--- config.mk ---
export PLATFORM = sky130hd
export DESIGN_NAME = adder_axi_sequencer_flat
export DESIGN_NICKNAME = d
export VERILOG_FILES = /design/src/rtl/adder_axi_sequencer_if.sv /design/src/rtl/adder_axi_sequencer.sv /design/src/flat_wrapper.sv
export SDC_FILE = /design/constraint.sdc
export NUM_CORES = 1
export LEC_CHECK = 0
export ABC_AREA = 0
export ABC_CLOCK_PERIOD_IN_PS = 11500
export CAP_MARGIN = 20
export CORE_MARGIN = 2
export CORE_UTILIZATION = 46
export CTS_BUF_LIST = sky130_fd_sc_hd__clkbuf_8
export DETAILED_ROUTE_END_ITERATION = 8
export PLACE_DENSITY_LB_ADDON = 0.15
export SLEW_MARGIN = 40
export SYNTH_ARGS = -nofsm -noshare
export SYNTH_HDL_FRONTEND = slang
export SYNTH_SLANG_ARGS = --single-unit
--- constraint.sdc ---
create_clock -name m1_axi_aclk -period 11.5 [get_ports m1_axi_aclk]
set_input_delay 2.3 -clock m1_axi_aclk [delete_from_list [all_inputs] [get_ports m1_axi_aclk]]
set_output_delay 2.3 -clock m1_axi_aclk [all_outputs]
set_load 0.01 [all_outputs]
--- src/rtl/adder_axi_sequencer_if.sv ---
// AXI4-Lite bus between the adder sequencer (master) and the adder register slave.
// Latency: none, wires only.
// Backpressure: every channel uses a valid/ready pair; the receiver stalls the sender by holding ready low.
interface adder_axi_sequencer_if #(
    parameter int DATA_WIDTH = 32,
    parameter int ADDR_WIDTH = 8
);
    logic [ADDR_WIDTH-1:0]   awaddr;
    logic                    awvalid;
    logic                    awready;
    logic [DATA_WIDTH-1:0]   wdata;
    logic [DATA_WIDTH/8-1:0] wstrb;
    logic                    wvalid;
    logic                    wready;
    logic                    bresp;
    logic                    bvalid;
    logic                    bready;
    logic [ADDR_WIDTH-1:0]   araddr;
    logic                    arvalid;
    logic                    arready;
    logic [DATA_WIDTH-1:0]   rdata;
    logic                    rresp;
    logic                    rvalid;
    logic                    rready;

    modport master (
        output awaddr, awvalid, wdata, wstrb, wvalid, bready, araddr, arvalid, rready,
        input  awready, wready, bresp, bvalid, arready, rdata, rresp, rvalid
    );

    modport slave (
        input  awaddr, awvalid, wdata, wstrb, wvalid, bready, araddr, arvalid, rready,
        output awready, wready, bresp, bvalid, arready, rdata, rresp, rvalid
    );
endinterface

--- src/rtl/adder_axi_sequencer.sv ---
// Arbitrates two operand requesters and runs write A, write B, read sum, read status on the adder slave.
// Latency: variable, one cycle per AXI beat minimum plus slave stalls; one transaction in flight.
// Backpressure: requesters wait for a one-cycle ready pulse; the result is held until rsp_ready.
module adder_axi_sequencer #(
    parameter int DATA_WIDTH = 32,
    parameter int ADDR_WIDTH = 8,
    parameter int OPA_ADDR   = 0,
    parameter int OPB_ADDR   = 4,
    parameter int SUM_ADDR   = 24,
    parameter int STAT_ADDR  = 28
) (
    input  logic                  m1_axi_aclk,
    input  logic                  m1_axi_areset,
    input  logic                  req0_valid,
    output logic                  req0_ready,
    input  logic [DATA_WIDTH-1:0] req0_a,
    input  logic [DATA_WIDTH-1:0] req0_b,
    input  logic                  req1_valid,
    output logic                  req1_ready,
    input  logic [DATA_WIDTH-1:0] req1_a,
    input  logic [DATA_WIDTH-1:0] req1_b,
    output logic                  rsp_valid,
    input  logic                  rsp_ready,
    output logic                  rsp_id,
    output logic [DATA_WIDTH-1:0] rsp_sum,
    output logic [DATA_WIDTH-1:0] rsp_stat,
    output logic                  rsp_err,
    output logic                  busy,
    adder_axi_sequencer_if.master m1_axi
);
    typedef enum logic [3:0] {
        IDLE, WR_A, WB_A, WR_B, WB_B, RD_S, RR_S, RD_T, RR_T, RSP
    } state_t;

    state_t                state, state_nxt;
    logic                  last;        // requester granted most recently
    logic                  aw_done;     // AW beat of the current write already accepted
    logic                  w_done;      // W beat of the current write already accepted
    logic                  grant;
    logic                  grant_id;
    logic [DATA_WIDTH-1:0] a_q;
    logic [DATA_WIDTH-1:0] b_q;

    // Next state, grant decision and all bus outputs, decoded from the current state.
    always_comb begin
        state_nxt      = state;
        grant          = 1'b0;
        grant_id       = 1'b0;
        m1_axi.awaddr  = '0;
        m1_axi.awvalid = 1'b0;
        m1_axi.wdata   = '0;
        m1_axi.wstrb   = '1;
        m1_axi.wvalid  = 1'b0;
        m1_axi.bready  = 1'b0;
        m1_axi.araddr  = '0;
        m1_axi.arvalid = 1'b0;
        m1_axi.rready  = 1'b0;
        case (state)
            IDLE: begin
                if (req0_valid || req1_valid) begin
                    grant     = 1'b1;
                    // Both pending: serve the one not served last time.
                    grant_id  = (req0_valid && req1_valid) ? ~last : ~req0_valid;
                    state_nxt = WR_A;
                end
            end
            WR_A, WR_B: begin
                m1_axi.awvalid = ~aw_done;
                m1_axi.wvalid  = ~w_done;
                m1_axi.awaddr  = (state == WR_A) ? ADDR_WIDTH'(OPA_ADDR) : ADDR_WIDTH'(OPB_ADDR);
                m1_axi.wdata   = (state == WR_A) ? a_q : b_q;
                // The two beats may complete in either order or together.
                if ((aw_done || m1_axi.awready) && (w_done || m1_axi.wready))
                    state_nxt = (state == WR_A) ? WB_A : WB_B;
            end
            WB_A, WB_B: begin
                m1_axi.bready = 1'b1;
                if (m1_axi.bvalid)
                    state_nxt = m1_axi.bresp ? RSP : ((state == WB_A) ? WR_B : RD_S);
            end
            RD_S, RD_T: begin
                m1_axi.arvalid = 1'b1;
                m1_axi.araddr  = (state == RD_S) ? ADDR_WIDTH'(SUM_ADDR) : ADDR_WIDTH'(STAT_ADDR);
                if (m1_axi.arready)
                    state_nxt = (state == RD_S) ? RR_S : RR_T;
            end
            RR_S, RR_T: begin
                m1_axi.rready = 1'b1;
                if (m1_axi.rvalid)
                    state_nxt = (m1_axi.rresp || state == RR_T) ? RSP : RD_T;
            end
            RSP: begin
                if (rsp_ready)
                    state_nxt = IDLE;
            end
            default: state_nxt = IDLE;
        endcase
        // Reset holds IDLE, so the grant must be masked while reset is asserted.
        req0_ready = grant & ~grant_id & ~m1_axi_areset;
        req1_ready = grant &  grant_id & ~m1_axi_areset;
        rsp_valid  = (state == RSP);
        busy       = (state != IDLE);
    end

    // State register.
    always_ff @(posedge m1_axi_aclk or posedge m1_axi_areset) begin
        if (m1_axi_areset)
            state <= IDLE;
        else
            state <= state_nxt;
    end

    // Operand capture, beat bookkeeping, arbitration pointer and result registers.
    always_ff @(posedge m1_axi_aclk or posedge m1_axi_areset) begin
        if (m1_axi_areset) begin
            last     <= 1'b1;
            aw_done  <= 1'b0;
            w_done   <= 1'b0;
            a_q      <= '0;
            b_q      <= '0;
            rsp_id   <= 1'b0;
            rsp_sum  <= '0;
            rsp_stat <= '0;
            rsp_err  <= 1'b0;
        end else begin
            // Done flags live only while a write phase lasts, so each valid drops after its own beat.
            aw_done <= (state == WR_A || state == WR_B) && (state_nxt == state) &&
                       (aw_done || m1_axi.awready);
            w_done  <= (state == WR_A || state == WR_B) && (state_nxt == state) &&
                       (w_done || m1_axi.wready);
            if (grant) begin
                a_q      <= grant_id ? req1_a : req0_a;
                b_q      <= grant_id ? req1_b : req0_b;
                rsp_id   <= grant_id;
                last     <= grant_id;
                rsp_sum  <= '0;
                rsp_stat <= '0;
                rsp_err  <= 1'b0;
            end
            if ((state == WB_A || state == WB_B) && m1_axi.bvalid && m1_axi.bresp)
                rsp_err <= 1'b1;
            if ((state == RR_S || state == RR_T) && m1_axi.rvalid) begin
                // An error response reports a zero sum and status.
                if (m1_axi.rresp) begin
                    rsp_err <= 1'b1;
                    rsp_sum <= '0;
                end else if (state == RR_S) begin
                    rsp_sum <= m1_axi.rdata;
                end else begin
                    rsp_stat <= m1_axi.rdata;
                end
            end
        end
    end
endmodule

--- src/flat_wrapper.sv ---
// flat-port wrapper written by rule: the top's interface ports become plain ports
module adder_axi_sequencer_flat 
#(
    parameter int DATA_WIDTH = 32,
    parameter int ADDR_WIDTH = 8,
    parameter int OPA_ADDR   = 0,
    parameter int OPB_ADDR   = 4,
    parameter int SUM_ADDR   = 24,
    parameter int STAT_ADDR  = 28
)
  (m1_axi_aclk, m1_axi_areset, req0_valid, req0_ready, req0_a, req0_b, req1_valid, req1_ready, req1_a, req1_b, rsp_valid, rsp_ready, rsp_id, rsp_sum, rsp_stat, rsp_err, busy, m1_axi_awaddr, m1_axi_awvalid, m1_axi_wdata, m1_axi_wstrb, m1_axi_wvalid, m1_axi_bready, m1_axi_araddr, m1_axi_arvalid, m1_axi_rready, m1_axi_awready, m1_axi_wready, m1_axi_bresp, m1_axi_bvalid, m1_axi_arready, m1_axi_rdata, m1_axi_rresp, m1_axi_rvalid);
  adder_axi_sequencer_if #(.DATA_WIDTH(DATA_WIDTH), .ADDR_WIDTH(ADDR_WIDTH)) m1_axi_i ();
  input  logic m1_axi_aclk;
  input  logic m1_axi_areset;
  input  logic req0_valid;
  output logic req0_ready;
  input  logic [DATA_WIDTH-1:0] req0_a;
  input  logic [DATA_WIDTH-1:0] req0_b;
  input  logic req1_valid;
  output logic req1_ready;
  input  logic [DATA_WIDTH-1:0] req1_a;
  input  logic [DATA_WIDTH-1:0] req1_b;
  output logic rsp_valid;
  input  logic rsp_ready;
  output logic rsp_id;
  output logic [DATA_WIDTH-1:0] rsp_sum;
  output logic [DATA_WIDTH-1:0] rsp_stat;
  output logic rsp_err;
  output logic busy;
  output wire logic [$bits(m1_axi_i.awaddr)-1:0] m1_axi_awaddr;
  output wire logic [$bits(m1_axi_i.awvalid)-1:0] m1_axi_awvalid;
  output wire logic [$bits(m1_axi_i.wdata)-1:0] m1_axi_wdata;
  output wire logic [$bits(m1_axi_i.wstrb)-1:0] m1_axi_wstrb;
  output wire logic [$bits(m1_axi_i.wvalid)-1:0] m1_axi_wvalid;
  output wire logic [$bits(m1_axi_i.bready)-1:0] m1_axi_bready;
  output wire logic [$bits(m1_axi_i.araddr)-1:0] m1_axi_araddr;
  output wire logic [$bits(m1_axi_i.arvalid)-1:0] m1_axi_arvalid;
  output wire logic [$bits(m1_axi_i.rready)-1:0] m1_axi_rready;
  input wire logic [$bits(m1_axi_i.awready)-1:0] m1_axi_awready;
  input wire logic [$bits(m1_axi_i.wready)-1:0] m1_axi_wready;
  input wire logic [$bits(m1_axi_i.bresp)-1:0] m1_axi_bresp;
  input wire logic [$bits(m1_axi_i.bvalid)-1:0] m1_axi_bvalid;
  input wire logic [$bits(m1_axi_i.arready)-1:0] m1_axi_arready;
  input wire logic [$bits(m1_axi_i.rdata)-1:0] m1_axi_rdata;
  input wire logic [$bits(m1_axi_i.rresp)-1:0] m1_axi_rresp;
  input wire logic [$bits(m1_axi_i.rvalid)-1:0] m1_axi_rvalid;
  assign m1_axi_awaddr = m1_axi_i.awaddr;
  assign m1_axi_awvalid = m1_axi_i.awvalid;
  assign m1_axi_wdata = m1_axi_i.wdata;
  assign m1_axi_wstrb = m1_axi_i.wstrb;
  assign m1_axi_wvalid = m1_axi_i.wvalid;
  assign m1_axi_bready = m1_axi_i.bready;
  assign m1_axi_araddr = m1_axi_i.araddr;
  assign m1_axi_arvalid = m1_axi_i.arvalid;
  assign m1_axi_rready = m1_axi_i.rready;
  assign m1_axi_i.awready = m1_axi_awready;
  assign m1_axi_i.wready = m1_axi_wready;
  assign m1_axi_i.bresp = m1_axi_bresp;
  assign m1_axi_i.bvalid = m1_axi_bvalid;
  assign m1_axi_i.arready = m1_axi_arready;
  assign m1_axi_i.rdata = m1_axi_rdata;
  assign m1_axi_i.rresp = m1_axi_rresp;
  assign m1_axi_i.rvalid = m1_axi_rvalid;
  adder_axi_sequencer #(.DATA_WIDTH(DATA_WIDTH), .ADDR_WIDTH(ADDR_WIDTH), .OPA_ADDR(OPA_ADDR), .OPB_ADDR(OPB_ADDR), .SUM_ADDR(SUM_ADDR), .STAT_ADDR(STAT_ADDR)) u_core (.m1_axi_aclk(m1_axi_aclk), .m1_axi_areset(m1_axi_areset), .req0_valid(req0_valid), .req0_ready(req0_ready), .req0_a(req0_a), .req0_b(req0_b), .req1_valid(req1_valid), .req1_ready(req1_ready), .req1_a(req1_a), .req1_b(req1_b), .rsp_valid(rsp_valid), .rsp_ready(rsp_ready), .rsp_id(rsp_id), .rsp_sum(rsp_sum), .rsp_stat(rsp_stat), .rsp_err(rsp_err), .busy(busy), .m1_axi(m1_axi_i));
endmodule
# Yosys cells after proc, flatten, opt, wreduce, memory -nomap -nowiden

Cells that the tools add are included.

Bits in registers: 137
Bits in latches: 0
RAM bits: 0
ROM bits: 0
Input port bits: 172
Output and inout bits: 127
Word-level logic and storage cells: 93
Memories kept: 0

Add/subtract/negate cells: 0
Multiply operators: 0
Div/mod/pow operators: 0
$lt $le $gt $ge: 0
Equality and inequality tests: 10
Shift-type cells: 0
Multiplexer cells: 42
Bitwise operators: 10
Reduce and logical (&&, ||, !) cells: 21

Operators with widths:

| kind                                                | count |
|---|---|
| 2-to-1 mux 32 bit                                   | 12 |
| 2-to-1 mux 4 bit                                    | 9 |
| case mux 4 bit (6 select lines)                     | 1 |
| equality test 4 x 3 -> 1 bit, second input constant | 4 |
| 2-to-1 mux 8 bit                                    | 2 |
| 2-to-1 mux 1 bit                                    | 14 |
| 2-to-1 mux 3 bit                                    | 4 |
| equality test 4 x 2 -> 1 bit, second input constant | 2 |
| equality test 4 bit, second input constant          | 2 |
| logical AND 1 bit                                   | 8 |
| OR reduction 2 bit                                  | 4 |
| logical OR 1 bit                                    | 7 |
| NOT 1 bit                                           | 6 |
| AND 1 bit                                           | 4 |
| equality test 4 x 1 -> 1 bit, second input constant | 1 |
| equality test 4 bit                                 | 1 |
| logical NOT 4 bit                                   | 1 |
| nonzero test 4 bit                                  | 1 |

# Logic depth before layout (Yosys ltp)

Gate-level depths: netlist of the first run.

Word-level depth: 8
Mapped depth: 7
Depth with buffers taken out: 5

# Worst setup path before layout of the first run

Ideal clock, no wire load.

Path type: input port to output port
Start point: input req0_valid
End point: output req0_ready
Arrival time: 3.206 ns
Data required time: 9.200 ns
Setup slack: 5.994 ns
Stages on the path: 5
Buffers on the path: 2
Cell sequence: nand2_1 -> and3_1 -> buf_4 -> buf_2 -> nor3_1

Longest elaborated chain between the ends: 7
Elaborated cells between the ends (all ways): 11
Classes of those cells: mux (5); bitwise (4); reduce/logical (2)

Ends and longest elaborated chain:

| what                                                  | line                      | RTL |
|---|---|---|
| start, declared                                       | flat_wrapper.sv:15        | `input logic req0_valid;` |
| logical AND 1 bit / NOT 1 bit (equally long branches) | adder_axi_sequencer.sv:63 | `grant_id = (req0_valid && req1_valid) ? ~last : ~req0_valid;` |
| 2-to-1 mux 1 bit                                      | adder_axi_sequencer.sv:63 |  |
| 2-to-1 mux 1 bit                                      | adder_axi_sequencer.sv:60 | `if (req0_valid \|\| req1_valid) begin` |
| 2-to-1 mux 1 bit                                      | adder_axi_sequencer.sv:58 | `case (state)` |
| NOT 1 bit                                             | adder_axi_sequencer.sv:99 | `req0_ready = grant & ~grant_id & ~m1_axi_areset;` |
| AND 1 bit (*) (2 in a row)                            | adder_axi_sequencer.sv:99 |  |
| end, declared                                         | flat_wrapper.sv:16        | `output logic req0_ready;` |

Every way passes the cells marked *; elsewhere a longest branch is shown, timed or not.

# Worst setup path in the final report of the first run

Ends and elaborated chain as after synthesis.

==> impl_metrics.yaml, run 1 <==
status:
  status: "finished clean"
place:
  post-place-ws_ps: 4810
  dpl.cell_count: 1114
  portBuffers: 282
  place_area_um2: 9300
  dpl.hpwl_um: 14500
  gpl.final_weighted_congestion: 0.895
critical_path:
  path_delay_family: "buffers and inverters"
  crit_type: "input port to output pin"
  timing.critical_path.from_type: "input port"
  cp-startpoint: "req0_valid"
  crit_buf_inv: 3
  critical_path.most_common_cell: "clkdlybuf4s50_1"
  worst_r2r_path_depth: 6
  end_kind: "output pin"
  cpPeakStageDelay_ps: 570
  reg2reg_slack_ps: 8900
  cp_num_cells: 6
  timing.critical_path.to: "req0_ready"
  worstReg2RegStart: "u_core.state[1]$_DFF_PP0_"
  worst-endpoint-arrival_ps: 4400
  critical_path.reg2reg.endpoint: "u_core.rsp_stat[15]$_DFF_PP0_"
  timing.critical_path.slowest_stage_cell: "clkdlybuf4s50_1"
  cp.required_ps: 9200
  cp_cell_sequence: "clkdlybuf4s50_1 > nand2_1 > and3_2 > buf_4 > nor3_1 > clkdlybuf4s50_1"
  critical_path.max_fanout: 65
drt:
  drt-wirelength-per-cell_um: 18.1
  firstDrtPassIters: 5
  via_per_inst: 5.47
  ant_nets: 0
  vias: 6261
  drt_first_iter_violations: 453
  total_wire_length_um: 20700
  drc: 0
yosys:
  synth_top_area_cells: "dfrtp_1, nand2_1, a21oi_1, mux2i_1, nor2_1"
  cell_area_after_technology_mapping_um2: 6470
  syn-instance-count: 701
  yosysMostFrequentCell: "nand2_1"
  yosysWarnings: 0
  seq_area_frac_synth_pct: 53.0
  synth_top_area_share_pct: 52.6
  post-synth-top-area-cell: "dfrtp_1"
  postSynthRegisterBits: 137
  ys_dominant_reg_cell: "dfrtp_1"
  yosys-top-cells-count: "nand2_1, dfrtp_1, a21oi_1"
  syn_avg_cell_area_um2: 9.23
  netlist-cell-type-count: 41
  synth-async-reset-ratio_pct: 100
  synth-edff-count: 0
pwr:
  pwr-share-comb_pct: 50.1
  clock_share_of_power_pct: 17.0
  static-leakage-power_nw: 4.27
  switching_share_pct: 39.2
  vdd_ir_drop_max_v: 0.000192
  fin_total_pwr_mw: 2.31
  p_per_area_nw_per_um2: 238
  power_switching_uw: 907
  seq_power_share_pct: 32.9
  p_int_mw: 1.41
timing:
  finalHoldViolations: 0
  final.setup.tns_ps: 0
  period_needed_ps: 6700
  whs_ps: 493
  transition_time_at_the_pin_with_the_least_slew_margin_ps: 737
  timing.final.ws_setup_ps: 4800
  clock.fmax_mhz: 149
  max_slew_margin_pct: 50.8
  timing.final.setup_violations: 0
  layout_worst_path_cycle_share_pct: 58.3
  rsz0062_at_grt: "false"
  worst_clock_skew_ps: 11.8
  maxSlewViolCount: 0
global_routing:
  gr-total-overflow: 0
  grt_start_max_net_pins: 99
  first_pass_grt_wire_length_um: 31800
  first_global_vias: 6204
  grt.total_usage_pct: 27.6
  number_of_antenna_violations_at_the_first_check_in_global_routing: 0
clock_network:
  clkTransAtPathRegs_ps: 80
  cts-root-buf: "clkbuf_8"
  post-cts-setup-buffers: 0
  clkLatencyLatePin_ps: 440
  cts_htree_levels: 4
  ctsResizeCount: 0
  clkSinkCount: 137
  cts_made_buffers: 17
  cts_tree: "yes"
  max_clock_buf_depth: 2
  ctsHoldBuffers: 0
layout:
  diodes: 0
  num-nets-final: 1125
  final_design_area_no_fill_um2: 9700
  final_util_pct: 70.2
  area.growth.synth_to_final_pct: 50.0
  layoutNonFillerInstCount: 1145
  drive_gt1_share_pct: 5.60
floorplanning:
  placeableCoreArea_um2: 13800
  row_count: 43
  ios: 299
  die_area_um2: 15000
  horizontal_die_dimension_um: 123
  floorplan.die.height_um: 123
  start_util_pct: 46.8
min_path:
  hp-start: "u_core.a_q[22]$_DFFE_PP0P_"
  hold_path_class: "flop to flop"
job:
  count_of_maximum_capacitance_violations: 0
==> flip-flops by register name, indices dropped and copies added (netlist names), 4 cells and up <==
| signal | count |
|---|---|
| u_core.a_q | 32 |
| u_core.b_q | 32 |
| u_core.rsp_stat | 32 |
| u_core.rsp_sum | 32 |
| u_core.state | 4 |
==> how the worst min path moves through the flow <==
stage	cells past startpoint	endpoint	slack, ps
after floorplan	1	u_core.aw_done$_DFF_PP0_	460
after global placement	2	u_core.rsp_id$_DFFE_PP0P_	460
after detailed placement	2	u_core.a_q[22]$_DFFE_PP0P_	480
after CTS	2	u_core.a_q[24]$_DFFE_PP0P_	500
after global routing	2	u_core.a_q[22]$_DFFE_PP0P_	530
final	2	u_core.a_q[22]$_DFFE_PP0P_	490
==> area by class of cell <==
cell class                      count  area, um2
Clock inverter                     11        123
Inverter                            6       27.5
Timing Repair Buffer              292       2930
Multi-Input combinational cell    499       2690
Tap cell                          180        225
Clock buffer                       20        275
Fill cell                        1053       4120
Sequential cell                   137       3430
==> power groups by stage <==
stage	registers [mW]	clock network [mW]	logic [mW]
2_1_floorplan	0.751	0	0.658
3_3_place_gp	0.755	0	1.12
3_5_place_dp	0.765	0	1.16
4_1_cts	0.759	0.400	1.17
5_1_grt	0.778	0.425	1.27
6_report	0.760	0.394	1.16
==> tightest hold or removal path: stages (launching register included) <==
cell	delay, ps
dfrtp_1	350
a22oi_1	60
nand2_1	50
==> cell usage in the layout, fill, tap and decap left out, types with 2 or more instances in the layout <==
master	instances
clkdlybuf4s50_1	282
nand2_1	138
dfrtp_1	135
a21oi_1	95
nor2_1	74
nand3_1	40
a22oi_1	33
a22o_1	32
mux2i_1	32
clkbuf_8	21
conb_1	16
buf_4	7
o21ai_0	5
inv_1	4
clkinvlp_4	4
nand2b_1	3
clkinv_2	3
and3_2	2
and2b_1	2
nor3_1	2
a31oi_1	2
a211o_1	2
nor4_1	2
bufinv_16	2
clkinv_4	2
==> kinds of logic after synthesis <==
| group | Yosys count | share of synthesized area (%) |
|---|---|---|
| AND/OR/NAND/NOR | 272 | 17.7 |
| AO/OA/AOI/OAI | 178 | 17.7 |
| flip-flops | 137 | 53.0 |
| buffers and inverters | 79 | 6.40 |
| multiplexers | 32 | 4.95 |
| other | 2 | 0.116 |
| XOR/XNOR | 1 | 0.135 |
==> layer usage <==
layer | up-vias | global-route usage, % | wire length [um]
met1 | 3039 | 33.2 | 8090
li1 | 2885 | - | -
met2 | 286 | 44.9 | 10200
met4 | 0 | 12.1 | 645
met3 | 51 | 9.43 | 1750
met5 | - | 0 | 0
No activity file was read; power rests on OpenSTA's default activity.
==> run 2: changes to the inputs <==
Settings changed: ABC_CLOCK_PERIOD_IN_PS 11500 to 6900, CORE_UTILIZATION 46 to 43.
Clock period 11.5 ns to 6.9 ns, I/O delays scaled along.
==> impl_metrics.yaml, run 2 (synthesized netlist as in run 1, its figures left out) <==
pwr:
  vdd_ir_drop_max_v: 0.000184
  seq_power_share_pct: 32.7
  p_int_mw: 2.37
  clock_share_of_power_pct: 17.7
  fin_total_pwr_mw: 3.86
  power_switching_mw: 1.49
  pwr-share-comb_pct: 49.6
  static-leakage-power_nw: 4.30
  p_per_area_nw_per_um2: 397
  switching_share_pct: 38.7
floorplanning:
  horizontal_die_dimension_um: 127
  start_util_pct: 44.2
  floorplan.die.height_um: 127
  die_area_um2: 16000
  ios: 299
  row_count: 44
  placeableCoreArea_um2: 14600
clock_network:
  clkTransAtPathRegs_ps: 70
  max_clock_buf_depth: 2
  cts_tree: "yes"
  cts_made_buffers: 17
  clkSinkCount: 137
  cts-root-buf: "clkbuf_8"
  post-cts-setup-buffers: 0
  ctsHoldBuffers: 0
  clkLatencyLatePin_ps: 440
  cts_htree_levels: 4
  ctsResizeCount: 0
critical_path:
  cp_cell_sequence: "clkdlybuf4s50_1 > nand2_1 > and3_2 > nor3_1 > clkdlybuf4s50_1"
  timing.critical_path.from_type: "input port"
  timing.critical_path.slowest_stage_cell: "clkdlybuf4s50_1"
  path_delay_family: "buffers and inverters"
  crit_type: "input port to output pin"
  cp.required_ps: 5520
  cpPeakStageDelay_ps: 600
  crit_buf_inv: 2
  worst-endpoint-arrival_ps: 3210
  critical_path.max_fanout: 3
  end_kind: "output pin"
  critical_path.most_common_cell: "clkdlybuf4s50_1"
timing:
  timing.final.ws_setup_ps: 2310
  worst_clock_skew_ps: 9.93
  finalHoldViolations: 0
  clock.fmax_mhz: 218
  max_slew_margin_pct: 50.1
  transition_time_at_the_pin_with_the_least_slew_margin_ps: 748
  final.setup.tns_ps: 0
  period_needed_ps: 4590
  maxSlewViolCount: 0
  timing.final.setup_violations: 0
  rsz0062_at_grt: "false"
  whs_ps: 489
  layout_worst_path_cycle_share_pct: 66.5
drt:
  ant_nets: 0
  vias: 6052
  drc: 0
  drt_first_iter_violations: 296
  total_wire_length_um: 20200
  via_per_inst: 5.25
  drt-wirelength-per-cell_um: 17.5
  firstDrtPassIters: 4
min_path:
  hold_path_class: "flop to flop"
place:
  post-place-ws_ps: 2290
  dpl.cell_count: 1122
  gpl.final_weighted_congestion: 0.818
  dpl.hpwl_um: 13800
  portBuffers: 282
layout:
  drive_gt1_share_pct: 5.57
  mostFrequentLayoutCells: "clkdlybuf4s50_1, nand2_1, dfrtp_1, a21oi_1, nor2_1"
  num-nets-final: 1129
  fillerInstances: 1236
  layoutNonFillerInstCount: 1153
  area.growth.synth_to_final_pct: 50.5
  layout_commonest_cell: "clkdlybuf4s50_1"
  diodes: 0
global_routing:
  first_pass_grt_wire_length_um: 31900
  first_global_vias: 5954
  number_of_antenna_violations_at_the_first_check_in_global_routing: 0
  grt.total_usage_pct: 25.3
  grt_start_max_net_pins: 82
  gr-total-overflow: 0
job:
  count_of_maximum_capacitance_violations: 0
status:
  status: "finished clean"
==> run 2: cell types whose count changed in the layout (fill, tap and decap cells not counted), sizes merged <==
cell and delta:
clkinvlp -2, clkbuf -2, inv +1, clkinv +1, bufinv +1, buf +5
==> run 2: layout make-up <==
type                       instances  area [um2]  share of cell area, %
timing repair buffer             296        2950                   30.3
multi-input combinational        499        2690                   27.6
clock buffer                      19         262                   2.69
inverter                           6        27.5                  0.283
clock inverter                    12         150                   1.54
tap                              184         230                   2.36
sequential                       137        3430                   35.2
==> run 2: worst paths after layout <==
check | end | depth (start not counted) | start | slack (ps)
min | u_core.last$_DFFE_PP1P_ | 2 | u_core.last$_DFFE_PP1P_ | 490
max | req0_ready | 5 | req0_valid | 2310
min reg2reg | u_core.last$_DFFE_PP1P_ | 2 | u_core.last$_DFFE_PP1P_ | 490
max in group asynchronous | u_core.state[1]$_DFF_PP0_ | 3 | m1_axi_areset | 4120
min in group asynchronous | u_core.b_q[31]$_DFFE_PP0P_ | 2 | m1_axi_areset | 1520
max reg2reg | u_core.rsp_stat[11]$_DFF_PP0_ | 6 | u_core.state[1]$_DFF_PP0_ | 4340
==> run 2: per-stage QoR <==
| step | area, um2 | util (%) |
|---|---|---|
| 2_1_floorplan | 6520 | - |
| 3_3_place_gp | 9300 | 63.5 |
| 3_5_place_dp | 9330 | 63.7 |
| 4_1_cts | 9740 | 66.5 |
| 5_1_grt | 9740 | 66.5 |
| 6_report | 9740 | 66.5 |
==> run 2: routing by layer <==
| layer | routed length, um | share of wire [%] | GRT usage [%] |
|---|---|---|---|
| met4 | 553 | 2.7 | 9.50 |
| met2 | 9750 | 48 | 41.1 |
| met3 | 1510 | 7.4 | 7.04 |
| met1 | 8410 | 42 | 32.5 |
| met5 | 0 | 0 | 0 |
==> run 2: power groups by stage <==
| stage | Combinational, mW | Sequential [mW] | Clock, mW |
|---|---|---|---|
| finish | 1.92 | 1.27 | 0.683 |
| global route | 2.11 | 1.30 | 0.736 |
| CTS | 1.94 | 1.26 | 0.699 |
| detailed placement | 1.93 | 1.27 | 0 |
| global placement | 1.89 | 1.27 | 0 |
| floorplan | 1.10 | 1.25 | 0 |
==> run 2: tightest hold or removal path: cells and delay by family, from the launching register on <==
kind | cells | cell delay (ps)
compound gates | 1 | 70
flops | 1 | 370
buf+inv | 1 | 40
==> RTL change 1: new RTL, settings of run 2 <==
`ADDR_WIDTH` is set to 8 in 3 places; all go to 10.
--- a/src/rtl/adder_axi_sequencer_if.sv
+++ b/src/rtl/adder_axi_sequencer_if.sv
@@ -3,7 +3,7 @@
 // Backpressure: every channel uses a valid/ready pair; the receiver stalls the sender by holding ready low.
 interface adder_axi_sequencer_if #(
     parameter int DATA_WIDTH = 32,
-    parameter int ADDR_WIDTH = 8
+    parameter int ADDR_WIDTH = 10
 );
     logic [ADDR_WIDTH-1:0]   awaddr;
     logic                    awvalid;
--- a/src/rtl/adder_axi_sequencer.sv
+++ b/src/rtl/adder_axi_sequencer.sv
@@ -3,7 +3,7 @@
 // Backpressure: requesters wait for a one-cycle ready pulse; the result is held until rsp_ready.
 module adder_axi_sequencer #(
     parameter int DATA_WIDTH = 32,
-    parameter int ADDR_WIDTH = 8,
+    parameter int ADDR_WIDTH = 10,
     parameter int OPA_ADDR   = 0,
     parameter int OPB_ADDR   = 4,
     parameter int SUM_ADDR   = 24,
--- a/src/flat_wrapper.sv
+++ b/src/flat_wrapper.sv
@@ -2,7 +2,7 @@
 module adder_axi_sequencer_flat 
 #(
     parameter int DATA_WIDTH = 32,
-    parameter int ADDR_WIDTH = 8,
+    parameter int ADDR_WIDTH = 10,
     parameter int OPA_ADDR   = 0,
     parameter int OPB_ADDR   = 4,
     parameter int SUM_ADDR   = 24,
Ports: changed (resized m1_axi_araddr and m1_axi_awaddr); port bits go from 299 to 303. The function was not compared with the original's and may differ.
==> RTL change 1 against run 2 <==
- first-iteration DRC count rose by 26%
- routed wire length rose by 2.2%
- critical path type unchanged
- hold slack improved by 0.0037 ns
- power rose by 0.91%
- worst setup slack improved by 0.0024 ns
- synthesized area rose by 0.46%
- highest routed layer unchanged
- register-to-register slack got worse by 0.02 ns
- die area rose by 0.45%
- cell area rose by 0.32%
- sequential cell count did not move
- count of clock-buffer cells in the layout did not move
- critical endpoint unchanged
==> RTL change 1: results (changes against run 2) <==
Final layout
  – Fillers: 1,273 (+3.0%)
  – Layout Utilization: 66.71% (+0.21 points)
  – Seq Cell Count: 137 (unchanged)
  – Signal buf overhead: 30.05% (-0.22 points)
  – #MultiIn Comb: 503 (+0.80%)
  – Fraction of area in registers: 35.12% (-0.11 points)
  – ClkCell Share: 4.483% (+0.26 points)

Synth
  – Post-synthesis xor/xnor area fraction: 0.1347% (-0.00063 points)
  – Mean post-synth cell area: 9.220 sq um (-0.11%)
  – Post-synthesis mux area share: 4.928% (-0.023 points)
  – Synth top area cells: dfrtp_1 (52%), nand2_1 (8.0%), a21oi_1 (7.3%), mux2i_1 (4.9%), nor2_1 (4.3%)
  – Area fraction of the dominant cell type after synthesis: 52.36% (-0.24 points)
  – Compound-Gate Fraction of Synth Area: 17.59% (-0.082 points)

Timing
  – Actual slew at the worst max-slew pin: 0.7750 ns (+0.02668 ns)
  – Final Skew: 0.007435 ns (-0.002499 ns)

Critical path
  – CP arrival: 3.20 ns (about the same)

GRT
  – Gr usage total: 25.53% (+0.26 points)
  – Number of global-route vias before repair: 5,918 (-0.60%)
  – Largest net degree at the start of global routing: 90 (+9.8%)
  – First-pass GRT wire length: 32.09 mm (+0.67%)

Place
  – Inst Count DP: 1,126 (+0.36%)
  – Dpl cell area: 0.009329 sq mm (about the same)
  – Hpwl dp: 14.04 mm (+1.6%)
  – Final weighted congestion in routability-driven placement: 0.8012 (-2.0%)

Route
  – DR vias/cell: 5.267 (+0.34%)
  – Initial drt markers: 374 (+26%)
  – DR WL met2: 9.795 mm (+0.51%)
  – Via count: 6,099 (+0.78%)
  – Routed WL: 20.65 mm (+2.2%)

Status
  – Status: completed

Power
  – Switching share of power: 38.49% (-0.18 points)
  – Max VDD drop: 0.2117 mV (+15%)
  – Static Leak: 4.327 nW (+0.55%)

CTS
  – Hold-fix buffers, CTS: 0 (unchanged)
[RTL change 1: changes by cell type in the layout (fill, tap and decap cells not counted), sizes merged]
cell,delta
bufinv,+1
conb,+4
[RTL change 1: per-layer routing]
layer	up-vias	GRT usage, %
met4	0	9.890
met5	-	0
met1	2931	33.57
li1	2888	-
met3	38	6.959
met2	242	40.45
[RTL change 1: final timing paths]
kind / slack, ns / endpoint / start / depth (start not counted)
max: 2.32 / req0_ready / req0_valid / 5
min: 0.49 / u_core.w_done / u_core.aw_done / 1
max reg2reg: 4.32 / u_core.rsp_sum[27] / u_core.state[1] / 6
min reg2reg: 0.49 / u_core.w_done / u_core.aw_done / 1
max in group asynchronous: 4.28 / u_core.rsp_sum[19] / m1_axi_areset / 3
min in group asynchronous: 1.54 / u_core.rsp_id / m1_axi_areset / 2
[RTL change 1: worst max-delay path, stage by stage]
cell and delay (ns):
clkdlybuf4s50_1 0.54, nand2_1 0.14, and3_2 0.25, nor3_1 0.29, clkdlybuf4s50_1 0.60
==> RTL change 2: new RTL, config.mk and constraints of run 2 <==
Without the edit above. Encoding of `state_t`: now one-hot (10 bits for 10 states).
--- a/src/rtl/adder_axi_sequencer.sv
+++ b/src/rtl/adder_axi_sequencer.sv
@@ -28,8 +28,8 @@
     output logic                  busy,
     adder_axi_sequencer_if.master m1_axi
 );
-    typedef enum logic [3:0] {
-        IDLE, WR_A, WB_A, WR_B, WB_B, RD_S, RR_S, RD_T, RR_T, RSP
+    typedef enum logic [9:0] {
+        IDLE = 10'b0000000001, WR_A = 10'b0000000010, WB_A = 10'b0000000100, WR_B = 10'b0000001000, WB_B = 10'b0000010000, RD_S = 10'b0000100000, RR_S = 10'b0001000000, RD_T = 10'b0010000000, RR_T = 10'b0100000000, RSP = 10'b1000000000
     } state_t;
 
     state_t                state, state_nxt;
Behaviour: same outputs for any inputs over 4 cycles, from zero or initial values and one cycle with m1_axi_areset high; so few cycles prove little.
==> RTL change 2 against run 2 <==
- sequential power down 4%
- critical path type is now reg -> out
- cell area up 2.6%
- critical path depth unchanged
- power down 22%
- critical endpoint is now m1_axi_wdata[4]
- non-clock buffer count down 2
- count of clock-buffer cells in the layout down 1
- synthesized area up 5.8%
- worst setup slack worse by 0.088 ns
- routed wire length up 7.7%
- register-to-register slack worse by 0.86 ns
- sequential cell count up 6
- largest power group is now sequential cells
- maximum frequency down 1.9%
- core utilization down 2.9 points
==> RTL change 2: results (changes against run 2) <==
Synth
  – Synth top area cells: dfrtp_1 (52%), a22o_1 (13%), nor2_1 (4.2%), a21o_1 (3.8%), nand2_1 (3.8%)
  – Post-synthesis mux area share: 0.2926% (-4.7 points)
  – Compound-Gate Fraction of Synth Area: 25.05% (+7.4 points)
  – Distinct cells, synth: 56 (+37%)
  – Register area share after synthesis: 52.33% (-0.68 points)
  – Post-synthesis xor/xnor area fraction: 0.5120% (+0.38 points)
  – Top post-synthesis cells by count: dfrtp_1 (141), a22o_1 (99), nor2_1 (76)

Critical path
  – CP Max Fanout: 29 (+26)
  – Dominant delay contributor by cell family on the critical path: simple AND/OR/NAND/NOR gates
  – CP startpoint: u_core.state[4]
  – Critical-path top delay cell: or4_4
  – FF-to-FF setup slack: 3.48 ns (-0.86 ns)
  – Worst reg-to-reg path cell count: 7 (+1)
  – Slowest stage delay, CP: 0.65 ns (+0.05 ns)
  – CP arrival: 3.29 ns (+0.08 ns)
  – Reg2reg end: u_core.a_q[27]

Power
  – Switching share of power: 36.70% (-2.0 points)
  – Sequential power: 0.00122 W (-4%)
  – Clock group power: 0.000606 W (-11%)
  – Static Leak: 4.491 nW (+4.4%)
  – Sw Pwr: 0.001110 W (-26%)
  – Max VDD drop: 0.2149 mV (+17%)

Timing
  – Actual slew at the worst max-slew pin: 0.7232 ns (-0.02518 ns)
  – Final Skew: 0.007952 ns (-0.001981 ns)
  – Hold WS: 0.4774 ns (-0.01209 ns)

GRT
  – First-pass GRT wire length: 33.20 mm (+4.2%)
  – Met3 usage: 9.061% (+2.0 points)
  – GR Layer Usage met1: 30.14% (-2.3 points)
  – Most Used Layer, Global Route: met2
  – Gr usage total: 25.45% (+0.19 points)
  – M2 GR Usage: 42.59% (+1.5 points)
  – Largest net degree at the start of global routing: 87 (+6.1%)

Route
  – DR WL/cell: 19.28 um (+10%)
  – DRT Pass-1 Iters: 6 (+2)
  – Wl on met1: 8.444 mm (+0.40%)
  – DR vias/cell: 5.530 (+5.3%)
  – Initial drt markers: 477 (+61%)
  – Routed wl met3: 1.767 mm (+17%)

Final layout
  – Layout cells sized above 1: 7.667% (+2.1 points)
  – Fillers: 1,260 (+1.9%)
  – Nets: 1,073 (-5.0%)

CTS
  – CTS H-tree depth: 4 (unchanged)
  – Setup Fix Bufs, Post-CTS: 0 (unchanged)
  – Clock-pin slew on the worst setup and hold paths: 0.08 ns
  – CTS resizes: 0 (unchanged)

Status
  – Status: completed

Worst hold path
  – Hold endpoint: u_core.rsp_id
  – Hold_sp: u_core.rsp_id

Place
  – Final weighted congestion in routability-driven placement: 0.9604 (+17%)
  – Hpwl dp: 15.03 mm (+8.8%)
RTL change 2: cell types whose count changed in the layout (fill, tap and decap cells not counted), moves of 4 or more:
cell,run 2,this run
a21oi_1,95,3
nand2_1,138,70
a22o_1,32,99
nand3_1,40,4
a21o_1,1,35
a31oi_1,2,34
mux2i_1,32,2
dfrtp_1,135,141
nor3_1,2,7
inv_1,5,9
nor4_1,2,6
or4_4,0,4
RTL change 2: logic make-up after synthesis:
group                     Yosys count
DFF                               143
AOI/OAI and AO/OA                 217
buffers and inverters              81
and+or+nand+nor                   198
muxes                               2
other                               2
xor gates and xnor gates            4
RTL change 2: metrics by stage:
stage	worst slack (ns)	power, W	utilization (%)	std cells	cell area [sq um]
detailed placement	2.541	0.002423	61.14	1097	9607
finish	2.226	0.003024	63.58	1129	9990
floorplan	1.685	0.001990	-	661	6895
global route	2.057	0.003221	63.58	1129	9990
CTS	2.229	0.003047	63.36	1128	9956
global placement	2.539	0.002389	61.11	1097	9602
RTL change 2: area by class of cell:
cell class | count | area, sq um | area share, %
clock buffers | 18 | 247.7 | 2.480
clock inverters | 13 | 101.3 | 1.015
inverters | 8 | 35.03 | 0.3507
multi-input cells | 437 | 2818 | 28.21
flip-flops and latches | 143 | 3581 | 35.85
well taps | 216 | 270.3 | 2.705
repair buffers | 294 | 2937 | 29.40
RTL change 2: worst max-delay path by stage:
stage                  endpoint  slack (ns)  cells past startpoint
2_1_floorplan     u_core.a_q[0]        1.69                      1
3_3_place_gp         req0_ready        2.54                      5
3_5_place_dp         req0_ready        2.54                      5
4_1_cts        m1_axi_wdata[21]        2.23                      5
5_1_grt         m1_axi_wdata[0]        2.06                      5
6_report        m1_axi_wdata[4]        2.23                      5
